===== src/rtl/blur_pkg.sv =====
// Shared types and constants for the horizontal 1-2-1 blur stage.
package blur_pkg;

   localparam int PIX_W          = 8;
   localparam int SUM_W          = 10;
   localparam int DEF_LINE_WIDTH = 640;

   typedef enum logic [1:0] {
      FILL  = 2'd0,
      RUN   = 2'd1,
      FLUSH = 2'd2
   } blur_state_t;

endpackage


===== src/rtl/blur_kernel.sv =====
// Combinational 1-2-1 kernel with rounding; passes the centre pixel through in bypass.
module blur_kernel
   import blur_pkg::*;
(
   input  logic [PIX_W-1:0] i_left,
   input  logic [PIX_W-1:0] i_center,
   input  logic [PIX_W-1:0] i_right,
   input  logic             i_blur,
   output logic [PIX_W-1:0] o_pix
);

   logic [SUM_W-1:0] w_sum;

   // Worst case 255+510+255+2 = 1022 fits in SUM_W bits, so >>2 never exceeds 255.
   assign w_sum = SUM_W'(i_left) + SUM_W'({i_center, 1'b0}) + SUM_W'(i_right) + SUM_W'(2);
   assign o_pix = i_blur ? w_sum[SUM_W-1:2] : i_center;

endmodule


===== src/rtl/blur_filter.sv =====
// Horizontal 1-2-1 blur with edge replication and a one-slot output register.
// Optional macro BLUR_BPM_GATE_EN gates blurring on BPM_estimate >= BPM_THRESH.
module blur_filter
   import blur_pkg::*;
#(
   parameter int LINE_WIDTH = DEF_LINE_WIDTH,
   parameter int BPM_THRESH = 120
) (
   input  logic             clk,
   input  logic             reset,
   input  logic [PIX_W-1:0] pix_in,
   input  logic             valid_in,
   output logic             module_ready,
   input  logic             filter_enable,
   input  logic [7:0]       BPM_estimate,
   output logic [PIX_W-1:0] pix_out,
   input  logic             output_ready,
   output logic             valid_out
);

   localparam int             X_W    = (LINE_WIDTH > 1) ? $clog2(LINE_WIDTH) : 1;
   localparam logic [X_W-1:0] X_LAST = X_W'(LINE_WIDTH - 1);
   localparam logic [X_W-1:0] X_ONE  = X_W'(1);

   blur_state_t      r_state;
   logic [X_W-1:0]   r_x;
   logic [PIX_W-1:0] r_prev;
   logic [PIX_W-1:0] r_cur;
   logic             r_mode;
   logic             r_valid_out;
   logic [PIX_W-1:0] r_pix_out;

   logic             w_slot_free;
   logic             w_ready;
   logic             w_in_xfer;
   logic             w_flush_go;
   logic             w_load;
   logic             w_mode_sel;
   logic [PIX_W-1:0] w_left;
   logic [PIX_W-1:0] w_right;
   logic [PIX_W-1:0] w_result;

   // Handshake: a beat moves on a rising clk edge where valid and ready are both high;
   // valid_out/pix_out hold while stalled, and module_ready follows output_ready combinationally.
   assign w_slot_free = !r_valid_out || output_ready;
   assign w_ready     = (r_state != FLUSH) && w_slot_free;
   assign w_in_xfer   = valid_in && w_ready;
   assign w_flush_go  = (r_state == FLUSH) && w_slot_free;
   assign w_load      = ((r_state == RUN) && w_in_xfer) || w_flush_go;

`ifdef BLUR_BPM_GATE_EN
   logic [7:0] w_thresh;
   assign w_thresh   = BPM_THRESH[7:0];
   assign w_mode_sel = filter_enable && (BPM_estimate >= w_thresh);
`else
   logic w_unused_bpm;
   assign w_unused_bpm = ^{BPM_estimate, BPM_THRESH[7:0]};
   assign w_mode_sel   = filter_enable;
`endif

   // Left neighbour replicates the centre at column 0; right replicates it during FLUSH.
   always_comb begin
      w_left  = r_cur;
      w_right = r_cur;
      if (r_state == RUN) begin
         w_right = pix_in;
         if (r_x != X_ONE) begin
            w_left = r_prev;
         end
      end else if ((r_state == FLUSH) && (LINE_WIDTH > 1)) begin
         w_left = r_prev;
      end
   end

   blur_kernel u_kernel (
      .i_left   (w_left),
      .i_center (r_cur),
      .i_right  (w_right),
      .i_blur   (r_mode),
      .o_pix    (w_result)
   );

   always_ff @(posedge clk or posedge reset) begin
      if (reset) begin
         r_state <= FILL;
         r_x     <= '0;
         r_prev  <= '0;
         r_cur   <= '0;
         r_mode  <= 1'b0;
      end else begin
         case (r_state)
            FILL: begin
               if (w_in_xfer) begin
                  r_cur  <= pix_in;
                  r_mode <= w_mode_sel;
                  if (LINE_WIDTH == 1) begin
                     r_x     <= '0;
                     r_state <= FLUSH;
                  end else begin
                     r_x     <= X_ONE;
                     r_state <= RUN;
                  end
               end
            end
            RUN: begin
               if (w_in_xfer) begin
                  r_prev <= r_cur;
                  r_cur  <= pix_in;
                  if (r_x == X_LAST) begin
                     r_x     <= '0;
                     r_state <= FLUSH;
                  end else begin
                     r_x <= r_x + X_ONE;
                  end
               end
            end
            FLUSH: begin
               if (w_slot_free) begin
                  r_state <= FILL;
               end
            end
            default: r_state <= FILL;
         endcase
      end
   end

   always_ff @(posedge clk or posedge reset) begin
      if (reset) begin
         r_valid_out <= 1'b0;
         r_pix_out   <= '0;
      end else if (w_load) begin
         r_valid_out <= 1'b1;
         r_pix_out   <= w_result;
      end else if (output_ready) begin
         r_valid_out <= 1'b0;
      end
   end

   assign module_ready = w_ready;
   assign valid_out    = r_valid_out;
   assign pix_out      = r_pix_out;

endmodule


===== config.mk =====
export PLATFORM = sky130hd
export DESIGN_NAME = blur_filter
export DESIGN_NICKNAME = d
export VERILOG_FILES = /design/src/rtl/blur_pkg.sv /design/src/rtl/blur_kernel.sv /design/src/rtl/blur_filter.sv
export SDC_FILE = /design/constraint.sdc
export NUM_CORES = 1
export LEC_CHECK = 0
export BUFFER_PORTS_ARGS = -buffer_cell sky130_fd_sc_hd__buf_2
export CORE_MARGIN = 4
export CORE_UTILIZATION = 50
export DETAILED_ROUTE_END_ITERATION = 7
export PLACE_DENSITY_LB_ADDON = 0.08
export REMOVE_ABC_BUFFERS = 1
export SLEW_MARGIN = 0
export SYNTH_ARGS = -nofsm -noshare
export SYNTH_HDL_FRONTEND = slang
export SYNTH_SLANG_ARGS = --single-unit

===== constraint.sdc =====
create_clock -name clk -period 3.88 [get_ports clk]
set_input_delay 0 -clock clk [delete_from_list [all_inputs] [get_ports clk]]
set_output_delay 0 -clock clk [all_outputs]
set_load 0.1 [all_outputs]

==> metrics list <==
- Dominant register cell in the synthesized netlist: sky130_fd_sc_hd__dfrtp_1
- The detailed router finished its first iteration with 101 violations.
- For this run, the total global-route usage over all layers was measured as 0.203.
- CTS saw 38 sinks.
- Core Box Area: 4720 um2
- In this run the worst hold path is classified as in2reg.
- Max clock buf depth: 2
* Main combinational cell family by area after synthesis: simple AND/OR/NAND/NOR gates
* Final Skew: 0.00562 ns
- Synthesis handed over a netlist of 273 instances.
- The flow ran to the end, and the final reports show no timing, DRC or antenna violations.
- Clock-pin slew was measured on the worst setup and hold paths at 0.08 ns.
* Share of post-route cells with drive strength above 1: 0.199
- In this run the tightest slew margin relative to its limit is 0.529.
- Die extent in y: 78.0 um
- Multiplexer share of the synthesized area: 0.0597
- Counting flops with an async set or reset pin after synthesis yields a share of 1.00.
- Worst setup path end: pix_out[6]$_DFFE_PP0P_
- Die Area: 6090 um2
- # H-tree levels: 2
- Of the total synthesized cell area, the portion taken by full adders, half adders and majority gates is 0.110.
- Remaining routing DRC violations: 0
* Crit path kind: reg2reg
* Clk Tree Root Cell: sky130_fd_sc_hd__clkbuf_8
- TritonCTS built the clock tree.
* Origin of the worst setup path: r_x[1]$_DFFE_PP0P_
- Mapped cell area: 2450 um2
* Horizontal die dimension: 78.0 um
- Count of flip-flops with a built-in enable after synthesis: 0
* Element type at the critical path end: register
- Number of I/O port buffers: 22
* Clock latency reported for the late side of the worst-skew pair: 0.28 ns
- HPWL after DPL: 4.05 mm
- Startpoint of the most critical register-to-register path: r_x[1]$_DFFE_PP0P_
- Buffers inserted during clock tree synthesis total 5.
* Total wirelength of the detailed-routed design: 5.73 mm
- First-pass iteration count of the detailed router: 4
* Startpoint types: register
* Critical path required time: 4.07 ns
- Setup repair after global routing missed its margin: no
- For flop-to-flop paths, the worst setup slack is 0.16 ns.
- Counting distinct cell types in the post-synthesis netlist gives 46.
- Antenna-violating nets left: 0
- The first global-routing pass estimated 9.76 mm of wire.
- The via count of the first global-routing pass was 1995.
- Derived from the worst setup path, the maximum achievable clock frequency is 0.269 GHz.
* Transition time at the pin with the least slew margin: 0.706 ns
- For this configuration, the core starts out at a cell density of 0.519.
* Final design area excluding fillers: 2990 um2
* Layout Area Growth over Synthesis: 22.0%
* Ranking of synthesized cells by instance count: sky130_fd_sc_hd__dfrtp_1, sky130_fd_sc_hd__nand2_1, sky130_fd_sc_hd__inv_1
- Initial antenna violation count: 0
* Vias/cell: 5.30
- Count of final hold-check violations: 0
- Along the worst path, the maximum fanout reaches 7.
* Final period util: 0.959
* Mean Syn Cell Area: 8.98 um2
* Leading area contributor after synthesis: sky130_fd_sc_hd__dfrtp_1
- CP arrival: 3.91 ns
* Parity-gate share of the synthesized area counting xor and xnor cells: 0.0393
* Share of synthesized cell area in and, or, nand and nor gates: 0.195
- I/O pin cnt: 31
- Congestion Overflow GR: 0
- In the post-synthesis netlist, the cell with the most instances is sky130_fd_sc_hd__dfrtp_1.
* Yosys warning count: 0
- Shortest clock period the worst path allows after layout: 3.72 ns
- For this block, the via count after detailed routing is 2061.
- Post-synthesis register bit count: 38
- After floorplanning, the core was divided into 25 placement rows.
- Max Transition Viols Final: 0
* Crit Reg-Reg Endpoint: pix_out[6]$_DFFE_PP0P_
- Of the synthesized area, sequential elements account for 0.388.
- 0 antenna diodes ended up in the layout.
- Reported max-cap violation count: 0
- In the final routed layout, each cell accounts on average for 14.7 um.
* Most area-consuming cells after synthesis: sky130_fd_sc_hd__dfrtp_1, sky130_fd_sc_hd__ha_1, sky130_fd_sc_hd__fa_1
- Entering global routing, the biggest net connects 39 pins.
- The share of synthesized area in the top cell type comes to 0.388.
- The net count of the finished layout is 361.
* Cell area after placement: 2730 um2
* Final setup violation count: 0
- Depth of the worst register-to-register path: 16
- Compound-gate portion of the synthesized area: 0.148
* Routability congestion estimate from global placement: 0.861
repair_timing:
item                                    in CTS  in global routing
pin swaps                                    0                  4
endpoints found under the setup margin       2                  3
resized for setup                            2                  8
hold buffers                                10                  0
setup buffers                                0                  5
endpoints found under the hold margin       47                  0
layer usage:
metal	GRT usage	vias to the layer above	routed length, um
met5	0	-	0
met4	0.0490	0	36
met3	0.0344	2	186
met2	0.324	45	2700
met1	0.290	980	2800
li1	-	1034	-
layout by cell type, fill, tap and decap left out, types with 12 or more instances in the layout:
master,count
sky130_fd_sc_hd__ha_1,12
sky130_fd_sc_hd__nor2_1,24
sky130_fd_sc_hd__buf_2,22
sky130_fd_sc_hd__dfrtp_1,37
sky130_fd_sc_hd__buf_4,20
sky130_fd_sc_hd__nand2_1,29
sky130_fd_sc_hd__o21ai_0,21
sky130_fd_sc_hd__a21oi_1,14
sky130_fd_sc_hd__inv_1,26
kinds of logic after synthesis:
| logic type | Yosys count |
|---|---|
| buffers and inverters | 37 |
| AND/OR/NAND/NOR | 96 |
| AO/OA/AOI/OAI | 59 |
| multiplexers | 14 |
| XOR/XNOR | 11 |
| adder cells (fa/ha/maj) | 18 |
| flip-flops | 38 |
area by class of cell:
class	count	area, um2
inverter	26	97.6
fill	419	1730
tap	67	83.8
sequential	38	952
clock buffer	5	68.8
clock inverter	2	10.0
multi-input combinational	198	1400
timing repair buffer	53	380
registers in the layout (all words and copies together) (netlist names):
| signal | count |
|---|---|
| pix_out | 8 |
| r_cur | 8 |
| r_x | 10 |
| r_prev | 8 |
| r_state | 2 |
| r_mode | 1 |
| valid_out | 1 |
stage by stage:
step | instances | TNS (ns) | hold WS (ns) | worst slack, ns | utilization
detailed placement | 367 | -0.141 | 0.144 | -0.0901 | 0.578
finish | 389 | 0 | 0.132 | 0.158 | 0.633
global placement | 367 | 0 | 0.142 | 0.101 | 0.578
global route | 389 | 0 | 0.185 | 0.00113 | 0.633
CTS | 384 | 0 | 0.120 | 0.0167 | 0.619
floorplan | 262 | -0.493 | 0.105 | -0.243 | -
how the worst min path moves through the flow:
stage / endpoint / cells after the start / slack, ns / from
after floorplan: r_cur[7]$_DFFE_PP0P_ / 2 / 0.11 / pix_in[7]
after global placement: pix_out[7]$_DFFE_PP0P_ / 3 / 0.14 / reset
after detailed placement: pix_out[7]$_DFFE_PP0P_ / 3 / 0.14 / reset
after CTS: valid_out$_DFFE_PP0P_ / 4 / 0.12 / output_ready
after global routing: valid_out$_DFFE_PP0P_ / 4 / 0.19 / output_ready
final: valid_out$_DFFE_PP0P_ / 4 / 0.13 / output_ready
critical path, cell delays in order, from the launching register on:
cell and delay [ns]:
sky130_fd_sc_hd__dfrtp_1 0.38, sky130_fd_sc_hd__inv_1 0.05, sky130_fd_sc_hd__ha_1 0.13, sky130_fd_sc_hd__nor3b_4 0.23, sky130_fd_sc_hd__nand3_2 0.10, sky130_fd_sc_hd__a21oi_2 0.18
sky130_fd_sc_hd__buf_12 0.15, sky130_fd_sc_hd__mux2i_4 0.24, sky130_fd_sc_hd__fa_1 0.41, sky130_fd_sc_hd__inv_1 0.07, sky130_fd_sc_hd__ha_1 0.24, sky130_fd_sc_hd__and2_4 0.17
sky130_fd_sc_hd__a221o_1 0.32, sky130_fd_sc_hd__a31o_1 0.21, sky130_fd_sc_hd__a221o_1 0.35, sky130_fd_sc_hd__mux2_1 0.32, sky130_fd_sc_hd__o311ai_1 0.08
Power is left out: the tool's default activity adds up to more than one toggle a clock period on the data nets, which glitch-free logic cannot reach.
